===== config.mk =====
export PLATFORM = sky130hd
export DESIGN_NAME = mux_arb_2x1
export DESIGN_NICKNAME = d
export VERILOG_FILES = /design/src/rtl/mux_arb_2x1.sv
export SDC_FILE = /design/constraint.sdc
export NUM_CORES = 1
export LEC_CHECK = 0
export ABC_AREA = 1
export CORE_AREA = 2 2 39 41
export CTS_CLUSTER_SIZE = 40
export DETAILED_ROUTE_END_ITERATION = 16
export DIE_AREA = 0 0 41 43
export PLACE_DENSITY = 0.65
export REMOVE_ABC_BUFFERS = 1
export SYNTH_ARGS = -nofsm -noshare
export SYNTH_HDL_FRONTEND = slang
export SYNTH_SLANG_ARGS = --single-unit

===== constraint.sdc =====
create_clock -name clk -period 2.85 [get_ports clk]
set_input_delay 0.285 -clock clk [delete_from_list [all_inputs] [get_ports clk]]
set_output_delay 0.285 -clock clk [all_outputs]
set_load 0.005 [all_outputs]

===== src/rtl/mux_arb_2x1.sv =====
// mux_arb_2x1
// Two-requester round-robin arbiter for a shared 2:1 one-bit mux. It decides
// which side owns the mux output, drives the select, and registers the
// selected data bit one cycle behind the grant.
//
// Optional feature macro: MUX_ARB_PREEMPT_EN
//   defined   - the owner is forced off after MAX_HOLD consecutive cycles
//               while the other side is requesting.
//   undefined - the owner keeps the grant until it drops its request; there is
//               no hold counter, and MAX_HOLD/CNT_W are only range-checked.
//
// Ports
//   clk   in   system clock, rising edge
//   rst   in   asynchronous active-high reset
//   req0  in   requester 0 (A side) wants the output
//   req1  in   requester 1 (B side) wants the output
//   a     in   data bit from requester 0
//   b     in   data bit from requester 1
//   gnt0  out  requester 0 owns the output
//   gnt1  out  requester 1 owns the output
//   s0    out  mux select, 1 = B, 0 = A, low when idle
//   y     out  registered mux output, lags gnt/s0 by one cycle
//   busy  out  gnt0 | gnt1
module mux_arb_2x1 #(
    parameter int MAX_HOLD = 4,
    parameter int CNT_W    = 3
) (
    input  logic clk,
    input  logic rst,
    input  logic req0,
    input  logic req1,
    input  logic a,
    input  logic b,
    output logic gnt0,
    output logic gnt1,
    output logic s0,
    output logic y,
    output logic busy
);

    typedef enum logic [1:0] {IDLE, OWN0, OWN1} state_t;

    state_t state, nxt;
    logic   last;     // most recently granted side, 1 = requester 1
    logic   preempt;

    if (MAX_HOLD < 2 || MAX_HOLD > 8 || (1 << CNT_W) < MAX_HOLD) begin : g_param_chk
        $error("mux_arb_2x1: MAX_HOLD must be 2..8 and fit in CNT_W bits");
    end

`ifdef MUX_ARB_PREEMPT_EN
    logic [CNT_W-1:0] cnt;  // cycles held in the current OWN state, saturating
    assign preempt = (cnt == CNT_W'(MAX_HOLD - 1));
`else
    assign preempt = 1'b0;
`endif

    // Next-state decode. From IDLE a tie goes to the side that did not own
    // last; an owner yields on release or, with preemption, when its hold
    // budget is spent and the other side is waiting.
    always_comb begin
        nxt = state;
        case (state)
            IDLE: begin
                if (req0 && !req1)      nxt = OWN0;
                else if (req1 && !req0) nxt = OWN1;
                else if (req0 && req1)  nxt = last ? OWN0 : OWN1;
            end
            OWN0: begin
                if (!req0)                  nxt = req1 ? OWN1 : IDLE;
                else if (req1 && preempt)   nxt = OWN1;
            end
            OWN1: begin
                if (!req1)                  nxt = req0 ? OWN0 : IDLE;
                else if (req0 && preempt)   nxt = OWN0;
            end
            default: nxt = IDLE;
        endcase
    end

    always_ff @(posedge clk or posedge rst) begin
        if (rst) begin
            state <= IDLE;
            last  <= 1'b1;
            gnt0  <= 1'b0;
            gnt1  <= 1'b0;
            s0    <= 1'b0;
            y     <= 1'b0;
`ifdef MUX_ARB_PREEMPT_EN
            cnt   <= '0;
`endif
        end else begin
            state <= nxt;
            // Grant/select registered from the next state so they are plain
            // flop outputs that match the state register exactly.
            gnt0  <= (nxt == OWN0);
            gnt1  <= (nxt == OWN1);
            s0    <= (nxt == OWN1);

            if (nxt != state) begin
                if (nxt == OWN0)      last <= 1'b0;
                else if (nxt == OWN1) last <= 1'b1;
            end

            // Data follows the owner of the current cycle, so y trails the
            // grant by one edge.
            case (state)
                OWN0:    y <= a;
                OWN1:    y <= b;
                default: y <= 1'b0;
            endcase

`ifdef MUX_ARB_PREEMPT_EN
            if (nxt != state || nxt == IDLE)
                cnt <= '0;
            else if (!preempt)
                cnt <= cnt + CNT_W'(1);
`endif
        end
    end

    assign busy = gnt0 | gnt1;

endmodule


After elaboration in Yosys (flattened, before gate mapping)

Index checks and enable logic that the tools add are counted.

Word-level logic and storage cells: 31
Output and inout port bits: 5
Flip-flop bits (word level): 6

Eq/ne operators: 5
Reduce and logical (&&, ||, !) cells: 8
Multiplexer cells: 12
Bitwise gates (word level): 1

Operators with widths:

| kind                                                 | count |
|---|---|
| two-way mux 2 bit                                    | 7 |
| case mux 2 bit (3 select lines)                      | 1 |
| equality test 2 x 1 -> 1 bit (second input constant) | 2 |
| equality test 2 bit (second input constant)          | 2 |
| logical AND 1 bit                                    | 3 |
| two-way mux 1 bit                                    | 3 |
| logical NOT 1 bit                                    | 2 |
| logical NOT 2 bit                                    | 1 |
| inequality test 2 bit                                | 1 |
| case mux 1 bit (2 select lines)                      | 1 |
| AND reduction 2 bit                                  | 1 |
| nonzero test 2 bit                                   | 1 |
| bitwise OR 1 bit                                     | 1 |

Longest topological paths before layout

Word-level depth: 8
Depth in mapped cells: 13
Gate-level depth less buffers: 13

Least setup slack after synthesis

Ideal clock, no wire load.

Path type: register to register
Start point: register state[0]
End point: register last
Path slack: 1234 ps
Required time: 2774 ps
Data arrival time: 1541 ps
Cell stages (with the launch flop): 14
Period minus slack after synthesis: 1616 ps
Cell sequence: dfrtp_1 -> inv_1 -> ha_1 -> nand3_1 -> nand2_1 -> nand2_1 -> nand2_2 -> nand2_2 -> inv_1 -> ha_1 -> inv_1 -> nand2_1 -> nand2_1 -> nand2_1

Elaborated cells between the ends (all ways): 15

RTL lines:

| what                                                                       | line     | text |
|---|---|---|
| from (decl)                                                                | 43       | `state_t state, nxt;` |
| from (signal assigned)                                                     | 93       | `state <= nxt;` |
| equality test 2 bit, or another cell as far along                          | 63       | `case (state)` |
| case mux 2 bit (3 select lines) *                                          | 63       |  |
| via nxt[1]                                                                 | 43       |  |
| equality test 2 x 1 -> 1 bit / equality test 2 bit (equally long branches) | 101, 102 |  |
| nonzero test 2 bit (no line)                                               | n/a      |  |
| AND reduction 2 bit (no line)                                              | n/a      |  |
| to (signal assigned)                                                       | 84       | `last <= 1'b1;` |
| to (signal assigned)                                                       | 101      | `if (nxt == OWN0) last <= 1'b0;` |
| to (signal assigned)                                                       | 102      | `else if (nxt == OWN1) last <= 1'b1;` |
| to (decl)                                                                  | 44       | `logic last;` |

The timed path passes the listed nets; every way through them passes the cells marked *.
A chain may end at the register's enable or synchronous reset.

Worst setup path after layout

Same ends and word-level chain as after synthesis.

==> metrics.md <==
| Metric | Value |
|---|---|
| Crit path depth | 13 |
| Vias in the first global route | 361 |
| Crit path arrival time | between 1.5 and 2 ns |
| Area of the core | 0.00138 sq mm |
| CP max FO | 6 |
| Die footprint | 0.00176 sq mm |
| Row count | 14 |
| Slew of the pin with the lowest slew margin | 0.219 ns |
| RSZ-0062 raised after global routing | false |
| Max Cap Violations | 0 |
| Post-synthesis sequential area ratio | approximately 33% |
| CTS Buf Count | 3 |
| Crit end category | flip-flop |
| Worst stage delay on the critical path | 0.45 ns |
| Crit Path Class | flip-flop to flip-flop |
| Worst r2r path cells | 13 |
| Via Count | 377 |
| Distinct cells, synth | 14 |
| Nets | 84 |
| Number of I/O port buffers | 10 |
| CP Launch Type | flip-flop |
| Mapped Avg Cell Area | slightly below 8 sq um |
| Grt ovf | 0 |
| Worst-path clk slew | 0.05 ns |
| Worst hold path class | primary input to async pin |
| First-pass GRT wire length | between 1 and 1.5 mm |
| Peak supply drop | 0.000302 V |
| Clk root buf | clkbuf_4 |
| Slew Limit Headroom | between 80% and 90% |
| Status | finished, final reports clean |
| Reg2Reg Capture Point | last$_DFFE_PP1P_ |
| Layout cells sized above 1 | 21.1% |
| Starting density of the core | 32.7% |
| Max-slew violations | 0 |
| Post-layout min period | 1.82 ns |
| Crit path to | last$_DFFE_PP1P_ |
| Setup TNS Final | 0 ns |
| Crit path buf inv count | 3 |
| Post-DP HPWL | 619 microns |
| Largest net degree at the start of global routing | 8 |
| Avg WL per Cell | 8.76 microns |
| Final Hold Viols | 0 |
| Die height | 43 microns |
| Vias per std cell | 4.33 |
| Iteration-0 DRC Markers | 5 |
| DIE WIDTH | 41 microns |
| Hold-fix buffers, CTS | 0 |
| Hold Worst Slack | 0.247 ns |
| Initial antenna violation count | 0 |
| Final Wtd Congestion | 0.774 |
| Power per cell area | 927 mW/mm^2 |
| Leak | 0.317 nW |
| Area Growth Syn to Fin | 30.7% |
| Final setup fails | 0 |
| Clk Latency, worst-skew pair | 0.24 ns |
| CTS tree | built |
| Clk_skew | 0.00679 ns |
| Reg2reg start | state[0]$_DFF_PP0_ |
| CP required | 3.01 ns |
| Synthesized cell area | about 450 sq um |
| Drc violations | 0 |
| Final wirelength | 762 microns |
| H-tree depth | 1 |
| Gate count of the mapped netlist | 58 |
| Pre-Repair DR Iteration Count | 5 |
| CP Cell Sequence | inv_1 > ha_1 > nand3_1 > nand2_1 > nand2_1 > nand2_2 > nand2_2 > inv_1 > ha_1 > inv_1 > nand2_1 > nand2_1 > nand2_1 |
| Clock Sinks | 6 |
| CTS Buffer Depth | 2 |
| Fmax | approximately 0.55 GHz |
| CP max stage cell | dfrtp_1 |
| Pwr Total | 549 uW |
| Crit path launch | state[0]$_DFF_PP0_ |
| Post-CTS Setup Bufs | 0 |
| Reg-to-reg slack, setup | 1.03 ns |
| Crit-path most repeated cell | nand2_1 |
| IO Pins | 11 |
| Synth Register Bits | 6 |
| Kind of cell adding the most delay to the critical path | adder cells |
| Tot GR Track Use | 11.2% |
| Post-CTS resize count | 0 |
| Routed Antenna Nets | 0 |
| Ys Warns | 0 |
| Diode count | 0 |
| Period utilisation layout | approximately 64% |
worst min path at each step:
stage                                    end  slack, ns
after floorplan               gnt0$_DFF_PP0_       0.08
after global placement      last$_DFFE_PP1P_       0.47
after detailed placement    last$_DFFE_PP1P_       0.48
after CTS                        y$_DFF_PP0_       0.24
after global routing      state[0]$_DFF_PP0_       0.28
final                     state[0]$_DFF_PP0_       0.25
placed cells by master (no fill, tap or decap):
master	n
inv_2	1
nand2_2	7
o21ai_1	2
clkbuf_4	3
dfstp_2	1
or2_2	1
ha_1	6
a21boi_1	1
clkbuf_1	1
inv_1	9
nand2_1	15
clkdlybuf4s50_1	10
nand3_2	2
a21boi_0	1
dfrtp_1	5
nand3_1	6
power breakdown:
part,switching (mW),internal [mW],leakage [nW]
registers,0.0300,0.125,0.0762
logic,0.166,0.146,0.225
clock network,0.0286,0.0529,0.0150
total,0.225,0.324,0.317
registers in the layout (all words and copies together), names as in the netlist:
name and flops:
gnt0 1, last 1, s0 1, state 2
y 1
layer usage:
layer	GRT usage [%]	part of all wire, %	vias up
met5	0	0	-
met1	12.3	46	171
met2	19.1	51	3
li1	-	-	203
met4	4.00	0	0
met3	3.14	2.0	0
logic make-up (layout without fill, tap and decap cells):
family                   count (synthesis)  after routing  synth area share, %
AND/OR/NAND/NOR                         31             31                 34.5
buffers and inverters                   11             24                 9.94
adder cells (fa/ha/maj)                  6              6                 16.6
flip-flops                               6              6                 33.4
AO/OA/AOI/OAI                            4              4                 5.53
cell type report:
class,count,area [sq um]
multi-input combinational,41,256
sequential,6,151
inverter,10,37.5
tap,16,20.0
fill,149,792
clock buffer,4,26.3
timing repair buffer,10,100
worst reg2reg max path: cells and delay by family, from the launching register on:
| kind | cells | cell delay, ns |
|---|---|---|
| simple gates | 8 | 0.51 |
| fa+ha+maj | 2 | 0.52 |
| flops | 1 | 0.45 |
| buf+inv | 3 | 0.27 |
through the flow:
stage / setup WS, ns / utilization, % / area [sq um] / std cells
6_report: 1.03 / 42.8 / 592 / 87
5_1_grt: 0.833 / 42.8 / 592 / 87
4_1_cts: 1.03 / 42.8 / 592 / 87
3_5_place_dp: 0.905 / 40.9 / 566 / 83
3_3_place_gp: 0.966 / 40.9 / 566 / 83
2_1_floorplan: 1.23 / - / 445 / 57
Yosys cell counts, drive strengths merged:
master / count / share of area, %
nand2: 22 / 22
inv: 10 / 8.3
nand3: 8 / 11
ha: 6 / 17
dfrtp: 5 / 28
a21boi: 2 / 3.3
o21ai: 2 / 2.2
buf: 1 / 1.7
dfstp: 1 / 5.8
or2: 1 / 1.4
Note: power is estimated with default switching activity, not from simulation.
